$ cat config.mk
export PLATFORM = sky130hd
export DESIGN_NAME = layer_sequencer
export DESIGN_NICKNAME = d
export VERILOG_FILES = /design/src/rtl/layer_sequencer.sv
export SDC_FILE = /design/constraint.sdc
export NUM_CORES = 1
export LEC_CHECK = 0
export BUFFER_PORTS_ARGS = -buffer_cell sky130_fd_sc_hd__buf_2
export CORE_MARGIN = 8
export CORE_UTILIZATION = 60
export CTS_CLUSTER_DIAMETER = 60
export DETAILED_ROUTE_END_ITERATION = 16
export GPL_ROUTABILITY_DRIVEN = 0
export PLACE_DENSITY_LB_ADDON = 0.25
export SLEW_MARGIN = 0
export SYNTH_ARGS = -nofsm -noshare
export SYNTH_HDL_FRONTEND = slang
export SYNTH_SLANG_ARGS = --single-unit
$ cat constraint.sdc
create_clock -name clk -period 6.1 [get_ports clk]
set_input_delay 0.305 -clock clk [delete_from_list [all_inputs] [get_ports clk]]
set_output_delay 0.305 -clock clk [all_outputs]
set_load 0.005 [all_outputs]
$ cat src/rtl/layer_sequencer.sv
// ----------------------------------------------------------------------------
// layer_sequencer
//   Runs one CNN inference job by launching each pipeline stage in index
//   order 0..NUM_STAGES-1 over a level start / done-while-idle handshake.
//   A stage is launched with a one-cycle start pulse. It must then drop its
//   done within ACK_TIMEOUT cycles, or the job is aborted with a sticky error.
//   The stage is complete when it raises done again. The block also tracks
//   the ping-pong feature-map bank and measures the job length in cycles.
//
// Ports
//   clk              in   1           rising-edge clock
//   rst_n            in   1           asynchronous reset, active low
//   axisif_in_start  in   1           job request (only honoured while idle)
//   axisif_out_done  out  1           high while idle
//   stg_out_start    out  NUM_STAGES  one-hot start pulse to the current stage
//   stg_in_done      in   NUM_STAGES  per-stage done (high while stage idles)
//   out_stage        out  STAGE_BITS  stage currently owned/running
//   out_bufSel       out  1           bank read by out_stage (writes ~bank)
//   out_err          out  1           sticky: a stage never acknowledged start
//   out_cycles       out  CNT_WIDTH   length of the last completed job
// ----------------------------------------------------------------------------
module layer_sequencer #(
    parameter int NUM_STAGES  = 4,
    parameter int STAGE_BITS  = 2,
    parameter int ACK_TIMEOUT = 15,
    parameter int CNT_WIDTH   = 32
) (
    input  logic                  clk,
    input  logic                  rst_n,
    input  logic                  axisif_in_start,
    output logic                  axisif_out_done,
    output logic [NUM_STAGES-1:0] stg_out_start,
    input  logic [NUM_STAGES-1:0] stg_in_done,
    output logic [STAGE_BITS-1:0] out_stage,
    output logic                  out_bufSel,
    output logic                  out_err,
    output logic [CNT_WIDTH-1:0]  out_cycles
);

    typedef enum logic [2:0] {
        IDLE     = 3'd0,
        LAUNCH   = 3'd1,
        WAIT_ACK = 3'd2,
        WAIT_RUN = 3'd3,
        NEXT     = 3'd4
    } state_e;

    localparam int TO_BITS = (ACK_TIMEOUT < 2) ? 1 : $clog2(ACK_TIMEOUT);
    localparam logic [STAGE_BITS-1:0] LAST_STAGE = STAGE_BITS'(NUM_STAGES - 1);
    // The timeout counter is cleared in LAUNCH and tested before increment,
    // so matching ACK_TIMEOUT-1 gives exactly ACK_TIMEOUT cycles in WAIT_ACK.
    localparam logic [TO_BITS-1:0] TO_LAST = TO_BITS'(ACK_TIMEOUT - 1);
    localparam logic [NUM_STAGES-1:0] ONE_HOT0 = NUM_STAGES'(1);

    state_e                 state_q, state_d;
    logic [STAGE_BITS-1:0]  stage_q, stage_d;
    logic                   bufsel_q, bufsel_d;
    logic                   err_q, err_d;
    logic [CNT_WIDTH-1:0]   cnt_q, cnt_d;
    logic [CNT_WIDTH-1:0]   cycles_q, cycles_d;
    logic [TO_BITS-1:0]     to_q, to_d;

    logic                   cur_done_s;
    logic [CNT_WIDTH-1:0]   cnt_inc_s;
    logic [NUM_STAGES-1:0]  start_s;

    // Only the owned stage's done bit is ever looked at.
    assign cur_done_s = stg_in_done[stage_q];

    // Saturating increment of the job cycle counter.
    assign cnt_inc_s = (&cnt_q) ? cnt_q : (cnt_q + CNT_WIDTH'(1));

    // Start pulse decoded from state/stage registers only (no input path).
    always_comb begin
        start_s = '0;
        if (state_q == LAUNCH) begin
            start_s = ONE_HOT0 << stage_q;
        end else begin
            start_s = '0;
        end
    end

    assign axisif_out_done = (state_q == IDLE);
    assign stg_out_start   = start_s;
    assign out_stage       = stage_q;
    assign out_bufSel      = bufsel_q;
    assign out_err         = err_q;
    assign out_cycles      = cycles_q;

    // Next-state and datapath update for the sequencing FSM.
    always_comb begin
        state_d  = state_q;
        stage_d  = stage_q;
        bufsel_d = bufsel_q;
        err_d    = err_q;
        cnt_d    = cnt_q;
        cycles_d = cycles_q;
        to_d     = to_q;
        case (state_q)
            IDLE: begin
                if (axisif_in_start) begin
                    stage_d  = '0;
                    bufsel_d = 1'b0;
                    err_d    = 1'b0;
                    cnt_d    = '0;
                    state_d  = LAUNCH;
                end else begin
                    state_d  = IDLE;
                end
            end
            LAUNCH: begin
                to_d    = '0;
                cnt_d   = cnt_inc_s;
                state_d = WAIT_ACK;
            end
            WAIT_ACK: begin
                cnt_d = cnt_inc_s;
                // An acknowledge in the last allowed cycle still wins.
                if (!cur_done_s) begin
                    state_d = WAIT_RUN;
                end else if (to_q == TO_LAST) begin
                    err_d   = 1'b1;
                    state_d = IDLE;
                end else begin
                    to_d    = to_q + TO_BITS'(1);
                end
            end
            WAIT_RUN: begin
                cnt_d = cnt_inc_s;
                if (cur_done_s) begin
                    state_d = NEXT;
                end else begin
                    state_d = WAIT_RUN;
                end
            end
            NEXT: begin
                cnt_d    = cnt_inc_s;
                bufsel_d = ~bufsel_q;
                if (stage_q == LAST_STAGE) begin
                    // Includes this final NEXT cycle in the published length.
                    cycles_d = cnt_inc_s;
                    state_d  = IDLE;
                end else begin
                    stage_d  = stage_q + STAGE_BITS'(1);
                    state_d  = LAUNCH;
                end
            end
            default: begin
                state_d = IDLE;
            end
        endcase
    end

    // State and datapath registers with asynchronous reset.
    always_ff @(posedge clk or negedge rst_n) begin
        if (!rst_n) begin
            state_q  <= IDLE;
            stage_q  <= '0;
            bufsel_q <= 1'b0;
            err_q    <= 1'b0;
            cnt_q    <= '0;
            cycles_q <= '0;
            to_q     <= '0;
        end else begin
            state_q  <= state_d;
            stage_q  <= stage_d;
            bufsel_q <= bufsel_d;
            err_q    <= err_d;
            cnt_q    <= cnt_d;
            cycles_q <= cycles_d;
            to_q     <= to_d;
        end
    end

endmodule
==> flow_summary.ini <==
[grt]
grt_pass1_wl_mm = 16.19
antenna_found_initial = 0
grt_max_degree = 76
overflow = 0
grt_pass1_vias = 3353
grt.total_usage_pct = 19.74

[worst_setup_path]
cp_num_buf_inv = 0
slowest_delay_ns = 0.72
crit_type = flip-flop to flip-flop
start_kind = flip-flop
path_max_fanout = 12
rrSetupSlack_ns = 3.60
path_cells = nor2_1, mux2_2, o311ai_0, o41ai_1
cp_slowest_cell = nor2_1
cp_data_arrival_time_ns = 2.69
crit_path_end_kind = flip-flop
r2r_cells = 4
r2r-start = state_q[0]
path_delay_family = simple AND/OR/NAND/NOR gates
crit_path_start = state_q[0]
rr_endpoint = cnt_q[12]
required_ns = 6.30

[sta]
setup_viol = 0
finalWorstPathRequiredPeriod_ns = 2.496
rsz0062_at_grt = no
finalCritPeriodShare_pct = 40.91
fmax_ghz = 0.4007
fin_skew_ns = 0.008315
fin_tns_setup_ns = 0
finalHoldViolCount = 0
tightest_slew_ns = 0.9190
hold_slack_ns = 0.1036
relSlewSlack_pct = 38.73
finalMaxSlewViolations = 0

[routing]
ant_nets = 0
first_pass_iters = 4
vias = 3586
wl_mm = 9.760
drc = 0
wire_per_inst_microns = 16.40
via_per_inst = 6.027
drtIter0Drc = 136

[logic_synthesis]
synth_compound_area_share_pct = 20.57
synth_mux_area_share_pct = 1.522
yosys_warnings = 0
ys.flop_type = dfrtp_1
netlist_top_cells_area = dfrtp_1 (44%), nand2_1 (5.6%), o21ai_0 (4.6%)
synthSimpleGateAreaFrac_pct = 22.15
synth.top_cells.by_count = dfrtp_1 (75), nand2_1 (64), o21ai_0 (39), a31oi_1 (28), nand3_1 (22)
synth_top_area_share_pct = 43.90
synth_top_family_by_area = simple AND/OR/NAND/NOR gates
yosys.cell_count.top_type = dfrtp_1
synthAdderAreaFrac_pct = 2.049
synth_edf_count = 0
synth_cells = 464
postSynthAreaPerCell_sq_um = 9.214
synth_top_cell_by_area = dfrtp_1
ys_seq_area_share_pct = 43.90
netlist_area_sq_um = 4275
synth-seq-cells = 75
netlist-cell-type-count = 54
async_flop_share_pct = 100.0
synth_xor_area_share_pct = 5.531
syn_nets = 478

[cts]
cts_tree = built
cts_setup_buffers = 0
htreeDepth = 3
cts_buffer_depth = 2
insertion_delay_ns = 0.35
cts.repair.resized = 0
clock_sinks = 75
cts.clk_slew.worst_paths_ns = 0.08
cts_buffers = 9
cts_root_buf = clkbuf_8
cts_hold_buf = 0

[floorplan]
rows = 30
die_h_microns = 100.4
initial_core_util_pct = 62.58
die_w_microns = 100.4
core_area_sq_um = 6832
ios = 48
die_area_sq_um = 10080

[placement]
dp_cells = 579
hpwl_mm = 6.655
placed_area_sq_um = 4526
io_buffer_count = 47

[run]
drv_cap = 0

[pwr]
power_density_nw_per_um2 = 347.5
ir_worst_vdd_mv = 0.2561
p_leak_nw = 2.110

[final_layout]
nNetsFinal = 508
areaGrowthSynthToFinish_pct = 9.453
finalNonFillerCells = 595
fin_area_sq_um = 4679
drive_above_1_share_pct = 15.83
fill_cells = 589
multi_input_area_sq_um = 2223
diodes = 0
final-seq-area_sq_um = 1877

[hold_path]
hold_class = primary input to async pin

[outcome]
status = finished clean
cells by family after synthesis:
family,Yosys count
muxes,5
xor gates and xnor gates,27
and+or+nand+nor,175
AOI/OAI and AO/OA,134
DFF,75
adders and majority gates,7
buffers and inverters,41
layout by cell type, fill, tap and decap left out, types with 3 or more instances in the layout:
| master | instances |
|---|---|
| ha_1 | 7 |
| and3_1 | 11 |
| a21o_1 | 5 |
| nand4_1 | 7 |
| o21ai_1 | 12 |
| nand3b_1 | 4 |
| o31ai_1 | 4 |
| a31oi_1 | 28 |
| nor2_1 | 20 |
| nor3_1 | 4 |
| a21oi_1 | 18 |
| nand3_1 | 22 |
| a22o_1 | 4 |
| or4_1 | 3 |
| or3_1 | 5 |
| nand2_1 | 64 |
| nand2b_1 | 4 |
| xnor2_1 | 20 |
| clkinv_2 | 3 |
| buf_2 | 46 |
| xor2_1 | 6 |
| inv_1 | 8 |
| o21ai_0 | 39 |
| nand4_2 | 3 |
| buf_4 | 6 |
| a41oi_1 | 3 |
| clkbuf_8 | 9 |
| and4_1 | 12 |
| clkbuf_1 | 4 |
| dfrtp_1 | 75 |
| and2_1 | 7 |
how the worst max path moves through the flow:
stage | endpoint | slack (ns) | cells past startpoint
final | cnt_q[12] | 3.60 | 4
after detailed placement | cnt_q[15] | 3.71 | 5
after global placement | out_cycles[10] | 3.77 | 5
after floorplan | cnt_q[18] | 3.92 | 7
after CTS | cnt_q[12] | 3.59 | 4
after global routing | cnt_q[12] | 3.40 | 4
registers in the layout, indices dropped and copies added (netlist names):
signal      cells
to_q            4
out_err         1
out_stage       2
out_cycles     32
out_bufSel      1
cnt_q          32
state_q         3
power breakdown:
part	internal, W	leakage [nW]	switching, W
logic	0.000216	1.00	0.000341
registers	0.000584	1.03	0.000163
clock network	0.000146	0.0812	0.000176
layout make-up:
cell class	instances	area share, %
clock buffer	13	2.968
sequential	75	40.11
inverter	8	0.6417
timing repair buffer	52	5.882
clock inverter	3	0.3209
tap	96	2.567
multi-input combinational	348	47.51
routing by layer:
metal / routed length [microns] / track usage (%) / vias up
li1: - / - / 1758
met1: 4494 / 26.01 / 1678
met2: 4464 / 30.72 / 137
met3: 613 / 4.152 / 13
met4: 188 / 8.140 / 0
met5: 0 / 0 / -
stage by stage:
step / util [%] / worst slack [ns] / total power, W
finish: 68.50 / 3.604 / 0.001626
global route: 68.50 / 3.400 / 0.001728
CTS: 68.50 / 3.588 / 0.001621
detailed placement: 66.25 / 3.707 / 0.001302
global placement: 66.25 / 3.770 / 0.001273
floorplan: - / 3.919 / 0.001138
(Power assumes the default switching activity.)
